## src/rtl/spike_rate_if.sv

```systemverilog
// Valid/ready result port of the spike rate decoder: the producer presents a
// rate value and its saturation flag, the consumer accepts it with rate_ready.
interface spike_rate_if #(
    parameter int WIDTH = 8
);
    logic [WIDTH-1:0] rate_out;
    logic             rate_sat;
    logic             rate_valid;
    logic             rate_ready;

    modport master (
        output rate_out,
        output rate_sat,
        output rate_valid,
        input  rate_ready
    );

    modport slave (
        input  rate_out,
        input  rate_sat,
        input  rate_valid,
        output rate_ready
    );
endinterface

```

## src/rtl/spike_rate_decoder.sv

```systemverilog
// Counts spikes over a programmable window of cycles and presents the saturated
// count of each completed window on a valid/ready port; back-to-back windows.
module spike_rate_decoder #(
    parameter int WIDTH = 8,
    parameter int WIN_W = 10
) (
    input  logic             clk,
    input  logic             rst,
    input  logic             en,
    input  logic             spike_in,
    input  logic [WIN_W-1:0] window_len,
    spike_rate_if.master     rate,
    output logic             drop,
    output logic             busy
);
    typedef enum logic {IDLE, COUNT} state_t;

    localparam logic [WIN_W-1:0] WIN_ONE = WIN_W'(1);
    localparam logic [WIDTH-1:0] SPK_ONE = WIDTH'(1);

    state_t           state_q, state_d;
    logic [WIN_W-1:0] len_q, len_d;
    logic [WIN_W-1:0] win_cnt_q, win_cnt_d;
    logic [WIDTH-1:0] spk_cnt_q, spk_cnt_d;
    logic             sat_q, sat_d;
    logic [WIDTH-1:0] rate_out_q, rate_out_d;
    logic             rate_sat_q, rate_sat_d;
    logic             rate_valid_q, rate_valid_d;
    logic             drop_q, drop_d;

    logic             spk_max;
    logic [WIDTH-1:0] spk_inc;
    logic             sat_inc;
    logic             win_end;

    // Count including this cycle's spike; also the completed result at window end.
    assign spk_max = (spk_cnt_q == {WIDTH{1'b1}});
    assign spk_inc = (spike_in && !spk_max) ? spk_cnt_q + SPK_ONE : spk_cnt_q;
    assign sat_inc = sat_q | (spike_in & spk_max);

    always_comb begin
        state_d   = state_q;
        len_d     = len_q;
        win_cnt_d = win_cnt_q;
        spk_cnt_d = spk_cnt_q;
        sat_d     = sat_q;
        win_end   = 1'b0;
        case (state_q)
            IDLE: begin
                if (en && (window_len != '0)) begin
                    state_d   = COUNT;
                    len_d     = window_len;
                    win_cnt_d = '0;
                    spk_cnt_d = '0;
                    sat_d     = 1'b0;
                end
            end
            COUNT: begin
                if (!en) begin
                    state_d   = IDLE;
                    win_cnt_d = '0;
                    spk_cnt_d = '0;
                    sat_d     = 1'b0;
                end else if (win_cnt_q == len_q - WIN_ONE) begin
                    win_end   = 1'b1;
                    win_cnt_d = '0;
                    spk_cnt_d = '0;
                    sat_d     = 1'b0;
                    // Next window starts on the same edge unless the new length is zero.
                    if (window_len != '0) begin
                        len_d = window_len;
                    end else begin
                        state_d = IDLE;
                    end
                end else begin
                    win_cnt_d = win_cnt_q + WIN_ONE;
                    spk_cnt_d = spk_inc;
                    sat_d     = sat_inc;
                end
            end
            default: state_d = IDLE;
        endcase
    end

    always_comb begin
        rate_out_d   = rate_out_q;
        rate_sat_d   = rate_sat_q;
        rate_valid_d = rate_valid_q;
        drop_d       = 1'b0;
        if (win_end) begin
            // A pending unconsumed result wins; the fresh one is discarded.
            if (!rate_valid_q || rate.rate_ready) begin
                rate_out_d   = spk_inc;
                rate_sat_d   = sat_inc;
                rate_valid_d = 1'b1;
            end else begin
                drop_d = 1'b1;
            end
        end else if (rate_valid_q && rate.rate_ready) begin
            rate_valid_d = 1'b0;
        end
    end

    always_ff @(posedge clk or posedge rst) begin
        if (rst) begin
            state_q      <= IDLE;
            len_q        <= '0;
            win_cnt_q    <= '0;
            spk_cnt_q    <= '0;
            sat_q        <= 1'b0;
            rate_out_q   <= '0;
            rate_sat_q   <= 1'b0;
            rate_valid_q <= 1'b0;
            drop_q       <= 1'b0;
        end else begin
            state_q      <= state_d;
            len_q        <= len_d;
            win_cnt_q    <= win_cnt_d;
            spk_cnt_q    <= spk_cnt_d;
            sat_q        <= sat_d;
            rate_out_q   <= rate_out_d;
            rate_sat_q   <= rate_sat_d;
            rate_valid_q <= rate_valid_d;
            drop_q       <= drop_d;
        end
    end

    assign rate.rate_out   = rate_out_q;
    assign rate.rate_sat   = rate_sat_q;
    assign rate.rate_valid = rate_valid_q;
    assign drop            = drop_q;
    assign busy            = (state_q == COUNT);

endmodule

```

## src/flat_wrapper.sv

```systemverilog
// flat-port wrapper written by rule: the top's interface ports become plain ports
module spike_rate_decoder_flat 
#(
    parameter int WIDTH = 8,
    parameter int WIN_W = 10
)
  (clk, rst, en, spike_in, window_len, drop, busy, rate_rate_out, rate_rate_sat, rate_rate_valid, rate_rate_ready);
  spike_rate_if #(.WIDTH(WIDTH)) rate_i ();
  input  logic clk;
  input  logic rst;
  input  logic en;
  input  logic spike_in;
  input  logic [WIN_W-1:0] window_len;
  output logic drop;
  output logic busy;
  output wire logic [$bits(rate_i.rate_out)-1:0] rate_rate_out;
  output wire logic [$bits(rate_i.rate_sat)-1:0] rate_rate_sat;
  output wire logic [$bits(rate_i.rate_valid)-1:0] rate_rate_valid;
  input wire logic [$bits(rate_i.rate_ready)-1:0] rate_rate_ready;
  assign rate_rate_out = rate_i.rate_out;
  assign rate_rate_sat = rate_i.rate_sat;
  assign rate_rate_valid = rate_i.rate_valid;
  assign rate_i.rate_ready = rate_rate_ready;
  spike_rate_decoder #(.WIDTH(WIDTH), .WIN_W(WIN_W)) u_core (.clk(clk), .rst(rst), .en(en), .spike_in(spike_in), .window_len(window_len), .rate(rate_i), .drop(drop), .busy(busy));
endmodule
```

## config.mk

```make
export PLATFORM = sky130hd
export DESIGN_NAME = spike_rate_decoder_flat
export DESIGN_NICKNAME = d
export VERILOG_FILES = /design/src/rtl/spike_rate_if.sv /design/src/rtl/spike_rate_decoder.sv /design/src/flat_wrapper.sv
export SDC_FILE = /design/constraint.sdc
export NUM_CORES = 1
export LEC_CHECK = 0
export CAP_MARGIN = 5
export CORE_MARGIN = 3
export CORE_UTILIZATION = 60
export DETAILED_ROUTE_END_ITERATION = 10
export PLACE_DENSITY = 0.93
export RECOVER_POWER = 50
export SLEW_MARGIN = 20
export SYNTH_ARGS = -nofsm -noshare
export SYNTH_HDL_FRONTEND = slang
export SYNTH_SLANG_ARGS = --single-unit
```

## constraint.sdc

```tcl
create_clock -name clk -period 5.25 [get_ports clk]
set_input_delay 1.05 -clock clk [delete_from_list [all_inputs] [get_ports clk]]
set_output_delay 1.05 -clock clk [all_outputs]
set_load 0.005 [all_outputs]
```

* After elaboration in Yosys (flattened, before gate mapping)
Index checks and enable logic that the tools add are counted.
** Word-level totals
- Bits in registers :: 41
- Bits of input ports :: 15
- Output and inout port bits :: 12
- Word-level logic and storage cells :: 64
** Operators by class
- Add/sub/neg operators :: 3
- Equality and inequality tests :: 7
- Multiplexer cells :: 31
- Bitwise gates (word level) :: 3
- Reductions and logical operators :: 11
** Operators with widths (number)
- $mux 10 :: 7
- $pmux 10 s2 :: 2
- $mux 8 :: 4
- $pmux 8 s2 :: 1
- $mux 1 :: 15
- $add 10x1->10 const B :: 1
- $eq 10x10->1 :: 1
- $reduce_bool 10->1 :: 1
- $sub 10x1->10 const B :: 1
- $add 8x1->8 const B :: 1
- $eq 8x8->1 const B :: 1
- $ne 2x2->1 const B :: 4
- $pmux 1 s2 :: 2
- $reduce_and 2->1 :: 2
- $reduce_and 4->1 :: 1
- $logic_and 1x1->1 :: 3
- $logic_not 1->1 :: 2
- $ne 2x1->1 const B :: 1
- $reduce_bool 2->1 :: 1
- $and 1x1->1 :: 1
- $logic_or 1x1->1 :: 1
- $not 1->1 :: 1
- $or 1x1->1 :: 1

* Depth between registers and ports, before layout
Gate-level depths: netlist of run 1.
- Depth after elaboration :: 7
- Depth in mapped cells :: 9
- Mapped depth without buffers :: 8

* Worst setup path after synthesis of run 1
OpenSTA, ideal clock, no wires.
- Kind :: in2reg
- From :: in window_len[7]
- To :: reg u_core.win_cnt_q[6]
- Setup time :: 0.083 ns
- Data arrival time :: 2.759 ns
- Data required time :: 5.167 ns
- Path slack :: 2.408 ns
- Cell stages on the path :: 7
- Path buffers :: 2
- Cell sequence :: or4_2 -> o41ai_1 -> nor2b_1 -> buf_2 -> buf_2 -> nand2_1 -> o21ai_0
** On the way
- Word-level cells in the longest chain between the ends :: 3
** Ends and longest elaborated chain
- from (decl) :: line flat_wrapper.sv:13 : input logic [WIN_W-1:0] window_len;
- $reduce_bool 10->1 :: line spike_rate_decoder.sv:50 : if (en && (window_len != '0)) begin
- $logic_and 1x1->1 :: line spike_rate_decoder.sv:50
- $ne 2x1->1 (no line)
- to (signal assigned) :: line spike_rate_decoder.sv:118 : win_cnt_q <= win_cnt_d;
- to (decl) :: line spike_rate_decoder.sv:23 : logic [WIN_W-1:0] win_cnt_q, win_cnt_d;
Every way passes these cells.
A chain may end at the register's enable or synchronous reset.

* Worst setup path in the final report of run 1
- From :: in window_len[6]
- To :: reg u_core.len_q[1]
** On the way
- Word-level cells in the longest chain between the ends :: 4
- Elaborated cells between the ends (all ways) :: 5
- Classes of those cells :: 2 x eq/ne; 3 x reduce/logical
** Ends and longest elaborated chain
- $reduce_bool 10->1 (*) :: line spike_rate_decoder.sv:50, spike_rate_decoder.sv:70
- $logic_and 1x1->1 :: line spike_rate_decoder.sv:50
- $ne 2x1->1 (no line)
- $reduce_and 4->1 (no line) (*)
- to (signal assigned) :: line spike_rate_decoder.sv:117 : len_q <= len_d;
- to (decl) :: line spike_rate_decoder.sv:22 : logic [WIN_W-1:0] len_q, len_d;
Mark *: on every way between the ends. The rest lies on a longest branch, timed or not.

==> results of run 1 <==
==> routing by layer <==
| layer | wire length (um) | part of all wire |
|---|---|---|
| met5 | 0 | 0 |
| met4 | 101 | 0.021 |
| met2 | 2380 | 0.49 |
| met3 | 197 | 0.041 |
| met1 | 2130 | 0.44 |
==> worst register-to-register path: stages, from the launching register on <==
cell and delay (ns):
dfrtp_1 0.44, inv_1 0.08, ha_1 0.17, nor3b_1 0.51, o2111ai_1 0.18, and3_2 0.29, nand4b_1 0.40, a21o_1 0.49
mux2_4 0.38
==> per-stage QoR <==
| step | utilization | cell area (um2) | cells | hold WS [ns] |
|---|---|---|---|---|
| after floorplan | - | 2290 | 225 | 0.486 |
| after global placement | 0.740 | 2580 | 291 | 0.494 |
| after detailed placement | 0.740 | 2580 | 291 | 0.498 |
| after CTS | 0.772 | 2700 | 299 | 0.520 |
| after global routing | 0.770 | 2690 | 299 | 0.529 |
| final | 0.770 | 2690 | 299 | 0.512 |
==> registers in the layout, summed over array words and instances, names as in the netlist, 8 cells and up <==
signal and flops:
u_core.len_q 10, u_core.win_cnt_q 10, u_core.spk_cnt_q 8, u_core.rate.rate_out 8
==> logic make-up (layout without fill, tap and decap cells) <==
logic type / Yosys count / after routing / synth area share
multiplexers: 19 / 19 / 0.111
adder cells (fa/ha/maj): 3 / 3 / 0.0164
AND/OR/NAND/NOR: 78 / 78 / 0.184
XOR/XNOR: 24 / 24 / 0.0917
AO/OA/AOI/OAI: 37 / 37 / 0.107
flip-flops: 41 / 41 / 0.447
buffers and inverters: 23 / 51 / 0.0425
==> synthesized netlist by cell type, drive strengths merged (2+ instances only) <==
master / instances
or4: 2
nand2: 25
and3: 3
nand3: 13
clkbuf: 4
nor2b: 2
nor2: 9
or3: 2
mux2: 13
o21ai: 17
nand2b: 4
a31oi: 3
inv: 15
nand4: 2
xnor2: 16
xor2: 8
dfrtp: 41
buf: 4
o41ai: 2
or2: 3
nor4: 3
nor3b: 2
ha: 3
nor3: 3
mux2i: 6
a21oi: 3
==> where the power goes <==
| group | total, mW | switching (mW) | internal, mW |
|---|---|---|---|
| Combinational | 0.148 | 0.0676 | 0.0800 |
| Sequential | 0.373 | 0.0340 | 0.339 |
| Clock | 0.251 | 0.109 | 0.143 |
| Total | 0.772 | 0.210 | 0.562 |
==> layout make-up <==
class / count / area, um2
inverter: 15 / 56.3
sequential: 41 / 1030
timing repair buffer: 28 / 272
multi-input combinational: 161 / 1170
tap: 46 / 57.6
clock inverter: 2 / 38.8
fill: 230 / 802
clock buffer: 6 / 72.6
==> path summary, 6_finish.rpt <==
path                                            to  cells past startpoint                     from  slack, ns
setup / recovery                   u_core.len_q[1]                      5            window_len[6]       1.92
hold / removal             u_core.rate.rate_out[1]                      1  u_core.rate.rate_out[1]       0.51
setup reg to reg                   u_core.len_q[1]                      8          u_core.len_q[0]       2.19
hold reg to reg            u_core.rate.rate_out[1]                      1  u_core.rate.rate_out[1]       0.51
max in group asynchronous      u_core.win_cnt_q[6]                      3                      rst       2.04
min in group asynchronous  u_core.rate.rate_out[6]                      3                      rst       1.97
==> flow_metrics.env, run 1 <==
export IMPL_status="finished with violations"
export IMPL_violations="capacitance limit, slew limit"
export IMPL_drive_gt1_frac=0.134
export IMPL_synth_edf_count=0
export IMPL_synth_async_sr_flop_share=1.00
export IMPL_cts_repair_resized=0
export IMPL_final_common_cell="dfrtp_1"
export IMPL_core_area_um2=3490
export IMPL_insertion_delay_ns=0.30
export IMPL_max_cap_viol_count=1
export IMPL_syn_nets=243
export IMPL_rsz0062_at_grt="no"
export IMPL_htree_levels=2
export IMPL_postCtsSetupBuffers=0
export IMPL_synth_area_leaders="dfrtp_1 (45%), mux2_4 (8.5%), xnor2_1 (6.1%), nand2_1 (4.1%), o21ai_0 (3.7%)"
export IMPL_synth_top_area_frac=0.447
export IMPL_antenna_found_initial=0
export IMPL_layout_worst_path_cycle_share=0.635
export IMPL_fin_crit_ns=3.33
export IMPL_cts_inserted_buffers=5
export IMPL_fin_nets=270
export IMPL_ir_drop_uv=184
export IMPL_grt_max_degree=42
export IMPL_vias=1733
export IMPL_cpPeakStageDelay_ns=0.66
export IMPL_skew_ns=0.00894
export IMPL_crit_slowest_cell="or4_2"
export IMPL_start_util=0.656
export IMPL_ios=27
export IMPL_grt_pass1_vias=1728
export IMPL_ys_seq_elements=41
export IMPL_areaGrowthSynthToFinish_pct=17.4
export IMPL_report_final_setup_viol=0
export IMPL_num_antenna_cells=0
export IMPL_crit_type="in -> reg"
export IMPL_p_per_area_nw_per_um2=287
export IMPL_grt_pass1_wl_mm=7.87
export IMPL_yosysTopAreaCell="dfrtp_1"
export IMPL_cp_cell_sequence="clkdlybuf4s50_1 > or4_2 > o41ai_1 > a21o_1 > mux2_4"
export IMPL_cp_end_kind="flip-flop"
export IMPL_tns_ns=0
export IMPL_required_ns=5.43
export IMPL_routed_wl_mm=4.81
export IMPL_p_leak_nw=1.15
export IMPL_die_x_um=67.8
export IMPL_drv_slew=42
export IMPL_ys_types=48
export IMPL_grtUsageTotal=0.234
export IMPL_hold_viol=0
export IMPL_drc=0
export IMPL_wire_per_inst_um=16.1
export IMPL_die_area_um2=4600
export IMPL_total_power_mw=0.772
export IMPL_clock_sinks=41
export IMPL_synth_warnings=0
export IMPL_layout_common_cells="dfrtp_1 (41), nand2_1 (25), clkdlybuf4s50_1 (19)"
export IMPL_dp_hpwl_mm=3.36
export IMPL_worst_pin_slew_ns=2.16
export IMPL_first_iter_violations=146
export IMPL_firstDrtPassIters=4
export IMPL_ctsLongestPathBuffers=2
export IMPL_grt_busiest_layer="met2"
export IMPL_gp_congestion=0.843
export IMPL_vias_per_cell=5.80
export IMPL_postCtsHoldBufs=0
export IMPL_port_buffers=26
export IMPL_ys_seq_area_frac=0.447
export IMPL_critPathLaunchType="input port"
export IMPL_crit_arrival_ns=3.51
export IMPL_synth_ff_type="dfrtp_1"
export IMPL_dieHeight_um=67.8
export IMPL_grt_overflow_total=0
export IMPL_crit_fanout=10
export IMPL_root_buffer="clkbuf_8"
export IMPL_fp_row_count=21
export IMPL_place_ws_ns=1.62
export IMPL_crit_family="compound AO/OA/AOI/OAI gates"
export IMPL_relSlewSlack=-0.441
export IMPL_setup_ws_ns=1.92
export IMPL_path_clk_slew_ns=0.08
export IMPL_cts_tree="yes"
export IMPL_gr_usage_met2=0.366
export IMPL_crit_buf_inv=1
export IMPL_syn_avg_cell_area_um2=10.2
export IMPL_fmax_mhz=300
export IMPL_min_path_type="reg -> reg"
export IMPL_use_met3=0.0509
export IMPL_syn_cell_area_um2=2290
export IMPL_netlist_instances=225
export IMPL_use_met1=0.310
export IMPL_postRouteAntennaNets=0
Power figures use the tool's default switching activity.
==> inputs of run 2 (changes only) <==
- CORE_UTILIZATION: 60 -> 56
- PLACE_DENSITY: 0.93 -> 0.88
- clock period: 5.25 -> 3.5 ns (I/O delays scaled with it)
==> run 2 against run 1 <==
The flow now finishes without violations; utilization shrank 5.8 points; cell area grew 0.51%; sequential share of layout area decreased by 0.19 points; sequential cell count stayed put; clock power increased by 56%; sequential power increased by 50%; global-route usage shrank 2.6 points; clock skew decreased by 0.0043 ns; final cell count rose by 1.0%; largest power group unchanged; highest routed layer unchanged.
==> flow_metrics.env, run 2 (same netlist as run 1, synthesis figures left out) <==
export IMPL_p_per_area_nw_per_um2=432
export IMPL_vias=1760
export IMPL_fin_nets=271
export IMPL_dieHeight_um=70.0
export IMPL_fmax_mhz=331
export IMPL_fin_area_um2=2710
export IMPL_cp_endpoint="u_core.win_cnt_q[3]"
export IMPL_crit_cells=8
export IMPL_cts_inserted_buffers=5
export IMPL_htree_levels=2
export IMPL_cp_end_kind="flip-flop"
export IMPL_die_area_um2=4900
export IMPL_rsz0062_at_grt="no"
export IMPL_place_ws_ns=0.368
export IMPL_reg2reg_from="u_core.len_q[0]"
export IMPL_cp_startpoint="u_core.len_q[0]"
export IMPL_postCtsHoldBufs=0
export IMPL_status="completed"
export IMPL_ctsLongestPathBuffers=2
export IMPL_crit_buf_inv=1
export IMPL_gp_congestion=0.850
export IMPL_drv_slew=0
export IMPL_path_clk_slew_ns=0.08
export IMPL_wire_per_inst_um=15.9
export IMPL_worst_pin_slew_ns=1.43
export IMPL_fin_crit_ns=3.02
export IMPL_fillCellCount=268
export IMPL_drive_gt1_frac=0.142
export IMPL_relSlewSlack=0.0482
export IMPL_dp_cells=294
export IMPL_antenna_found_initial=0
export IMPL_required_ns=3.66
export IMPL_cpPeakStageDelay_ns=0.58
export IMPL_r2r_slack_ns=0.48
export IMPL_first_iter_violations=154
export IMPL_reg_top3="u_core.len_q: 10 flops, u_core.win_cnt_q: 10 flops"
export IMPL_placed_cell_area_um2=2590
export IMPL_p_leak_nw=1.15
export IMPL_firstDrtPassIters=5
export IMPL_core_area_um2=3800
export IMPL_grt_overflow_total=0
export IMPL_dp_hpwl_mm=3.41
export IMPL_fp_row_count=22
export IMPL_report_final_setup_viol=0
export IMPL_layout_worst_path_cycle_share=0.862
export IMPL_crit_type="reg -> reg"
export IMPL_grt_pass1_vias=1702
export IMPL_hold_viol=0
export IMPL_routed_wl_mm=4.79
export IMPL_drc=0
export IMPL_crit_slowest_cell="nand2_1"
export IMPL_crit_fanout=18
export IMPL_grtUsageTotal=0.208
export IMPL_crit_arrival_ns=3.17
export IMPL_critPathLaunchType="flip-flop"
export IMPL_postCtsSetupBuffers=0
export IMPL_port_buffers=26
export IMPL_skew_ns=0.00461
export IMPL_die_x_um=70.0
export IMPL_insertion_delay_ns=0.30
export IMPL_grt_max_degree=28
export IMPL_final_common_cell="dfrtp_1"
export IMPL_tns_ns=0
export IMPL_layout_common_cells="dfrtp_1 (41), nand2_1 (25), clkdlybuf4s50_1 (19)"
export IMPL_clock_sinks=41
export IMPL_final_instance_count_excl_fill=302
export IMPL_ios=27
export IMPL_max_cap_viol_count=0
export IMPL_rr_endpoint="u_core.win_cnt_q[3]"
export IMPL_postRouteAntennaNets=0
export IMPL_cts_repair_resized=0
export IMPL_holdPathStages=1
export IMPL_crit_family="simple AND/OR/NAND/NOR gates"
export IMPL_areaGrowthSynthToFinish_pct=18.0
export IMPL_vias_per_cell=5.83
export IMPL_min_path_type="reg -> reg"
export IMPL_r2r_cells=8
export IMPL_cp_cell_sequence="inv_1 > ha_1 > nor3b_1 > o2111ai_1 > and3_2 > nand4b_1 > nand2_1 > o21ai_0"
export IMPL_num_antenna_cells=0
export IMPL_ir_drop_uv=296
export IMPL_start_util=0.604
export IMPL_root_buffer="clkbuf_8"
export IMPL_grt_pass1_wl_mm=8.23
export IMPL_setup_ws_ns=0.482
export IMPL_cts_tree="yes"
## run 2: cell type report
type	count	area, um2	share of cell area
Timing Repair Buffer	29	279	0.103
Sequential cell	41	1030	0.379
Tap cell	48	60.1	0.0222
Multi-Input combinational cell	161	1170	0.432
Inverter	15	56.3	0.0208
Clock inverter	3	46.3	0.0171
Clock buffer	5	68.8	0.0254
## run 2: worst min path at each step
stage	startpoint	to
final	u_core.rate.rate_out[1]	u_core.rate.rate_out[1]
after global placement	u_core.rate.rate_out[1]	u_core.rate.rate_out[1]
after detailed placement	u_core.rate.rate_out[0]	u_core.rate.rate_out[0]
after CTS	u_core.rate.rate_out[1]	u_core.rate.rate_out[1]
after floorplan	u_core.sat_q	u_core.sat_q
after global routing	u_core.rate.rate_out[1]	u_core.rate.rate_out[1]
## run 2: report_power, final
part,internal [mW],switching [mW],leakage (nW)
sequential,0.509,0.0486,0.514
combinational,0.121,0.0995,0.585
clock,0.213,0.179,0.0543
## run 2: metrics by stage
step	hold slack (ns)	total power, mW	utilization
3_5_place_dp	0.496	0.787	0.683
3_3_place_gp	0.495	0.778	0.683
5_1_grt	0.544	1.22	0.712
4_1_cts	0.521	1.17	0.713
2_1_floorplan	0.486	0.715	-
6_report	0.513	1.17	0.712
## run 2: routing by layer
layer / vias to the layer above / wire length [um] / global-route usage
met5: - / 0 / 0
met4: 0 / 73 / 0.0638
met3: 8 / 173 / 0.0604
met2: 32 / 2350 / 0.321
met1: 882 / 2190 / 0.283
li1: 838 / - / -
==> inputs of run 3 (changes only) <==
- GPL_TIMING_DRIVEN: not set -> 0
==> run 3 against run 2 <==
Sequential cell count is the same; clock skew shrank 0.0013 ns; clock power shrank 21%; via count shrank 2.0%; critical endpoint is now u_core.win_cnt_q[8]; largest cell class unchanged.
==> flow_metrics.env, run 3 (same netlist as run 1, synthesis figures left out) <==
export IMPL_fin_crit_ns=3.02
export IMPL_p_per_area_nw_per_um2=402
export IMPL_port_buffers=26
export IMPL_worst_pin_slew_ns=1.20
export IMPL_holdWs_ns=0.507
export IMPL_gp_congestion=0.783
export IMPL_grt_pass1_wl_mm=7.96
export IMPL_drive_gt1_frac=0.139
export IMPL_p_sw_mw=0.297
export IMPL_crit_fanout=10
export IMPL_p_int_mw=0.789
export IMPL_max_cap_viol_count=0
export IMPL_fp_row_count=22
export IMPL_crit_type="in -> reg"
export IMPL_skew_ns=0.00331
export IMPL_combinationalPowerShare=0.210
export IMPL_postCtsSetupBuffers=0
export IMPL_reg2reg_from="u_core.len_q[0]"
export IMPL_status="completed"
export IMPL_vias_per_cell=5.62
export IMPL_relSlewSlack=0.197
export IMPL_first_iter_violations=132
export IMPL_clock_sinks=41
export IMPL_required_ns=3.69
export IMPL_hold_viol=0
export IMPL_core_area_um2=3800
export IMPL_cp_startpoint="window_len[7]"
export IMPL_crit_arrival_ns=3.21
export IMPL_rr_endpoint="u_core.win_cnt_q[3]"
export IMPL_areaGrowthSynthToFinish_pct=17.9
export IMPL_ctsLongestPathBuffers=2
export IMPL_r2r_slack_ns=0.57
export IMPL_start_util=0.604
export IMPL_die_x_um=70.0
export IMPL_grtUsageTotal=0.203
export IMPL_layout_common_cells="dfrtp_1 (41), nand2_1 (25), clkdlybuf4s50_1 (19)"
export IMPL_firstDrtPassIters=4
export IMPL_cp_end_kind="flip-flop"
export IMPL_rsz0062_at_grt="no"
export IMPL_fin_nets=277
export IMPL_cts_inserted_buffers=5
export IMPL_fmax_mhz=331
export IMPL_holdPathStages=1
export IMPL_hold_start="u_core.rate.rate_sat"
export IMPL_min_path_type="reg -> reg"
export IMPL_p_leak_nw=1.16
export IMPL_drc=0
export IMPL_postCtsHoldBufs=0
export IMPL_num_antenna_cells=0
export IMPL_r2r_cells=9
export IMPL_fillCellCount=277
export IMPL_insertion_delay_ns=0.29
export IMPL_ios=27
export IMPL_grt_max_degree=24
export IMPL_cts_tree="yes"
export IMPL_dp_hpwl_mm=3.30
export IMPL_htree_levels=2
export IMPL_layout_worst_path_cycle_share=0.863
export IMPL_tns_ns=0
export IMPL_final_common_cell="dfrtp_1"
export IMPL_p_clk_frac=0.283
export IMPL_report_final_setup_viol=0
export IMPL_drv_slew=0
export IMPL_die_area_um2=4900
export IMPL_cp_endpoint="u_core.win_cnt_q[8]"
export IMPL_power_frac_seq=0.507
export IMPL_ir_drop_uv=290
export IMPL_routed_wl_mm=4.52
export IMPL_postRouteAntennaNets=0
export IMPL_root_buffer="clkbuf_8"
export IMPL_reg_top3="u_core.len_q: 10 flops, u_core.win_cnt_q: 10 flops"
export IMPL_vias=1725
export IMPL_grt_overflow_total=0
export IMPL_wire_per_inst_um=14.7
export IMPL_grt_pass1_vias=1653
export IMPL_critPathLaunchType="input port"
export IMPL_cts_repair_resized=0
export IMPL_dieHeight_um=70.0
export IMPL_antenna_found_initial=0
export IMPL_path_clk_slew_ns=0.07
export IMPL_netSwitchingFraction=0.274
[run 3: final cells by class]
class / instances / area [um2] / area share
well taps: 48 / 60.1 / 0.0222
flip-flops and latches: 41 / 1030 / 0.379
multi-input cells: 161 / 1170 / 0.433
repair buffers: 27 / 264 / 0.0976
plain buffers: 8 / 41.3 / 0.0153
inverters: 15 / 56.3 / 0.0208
clock buffers: 7 / 86.3 / 0.0319
[run 3: through the flow]
step / power [mW] / instances / utilization / setup WS (ns) / instance area (um2)
final: 1.09 / 307 / 0.712 / 0.478 / 2700
after detailed placement: 0.792 / 300 / 0.695 / 0.236 / 2640
after global routing: 1.15 / 307 / 0.712 / 0.321 / 2700
after CTS: 1.10 / 307 / 0.718 / 0.483 / 2730
after global placement: 0.779 / 299 / 0.688 / 0.301 / 2610
after floorplan: 0.715 / 225 / - / 1.01 / 2290
[run 3: layer usage]
layer,wire length [um],share of wire,GRT usage,vias to the layer above
met3,212,0.047,0.0547,5
li1,-,-,-,849
met2,2190,0.49,0.303,37
met1,2060,0.46,0.288,834
met5,0,0,0,-
met4,53,0.012,0.0596,0
[run 3: power by group through the flow]
stage,sequential [mW],clock (mW),combinational (mW)
finish,0.550,0.308,0.228
global route,0.556,0.340,0.253
CTS,0.551,0.315,0.234
detailed placement,0.560,0,0.232
global placement,0.559,0,0.221
floorplan,0.550,0,0.165
[run 3: worst max-delay path: stages]
cell and delay (ns):
clkdlybuf4s50_1 0.41, or4_2 0.66, o41ai_1 0.55, nor2b_1 0.19, buf_2 0.22, buf_2 0.27
nand2_1 0.10, o21ai_0 0.12
[run 3: how the worst min path moves through the flow]
stage,endpoint,slack [ns]
after floorplan,u_core.sat_q,0.49
after global placement,u_core.rate.rate_out[1],0.49
after detailed placement,u_core.rate.rate_out[0],0.50
after CTS,u_core.rate.rate_out[0],0.52
after global routing,u_core.rate.rate_sat,0.53
final,u_core.rate.rate_sat,0.51
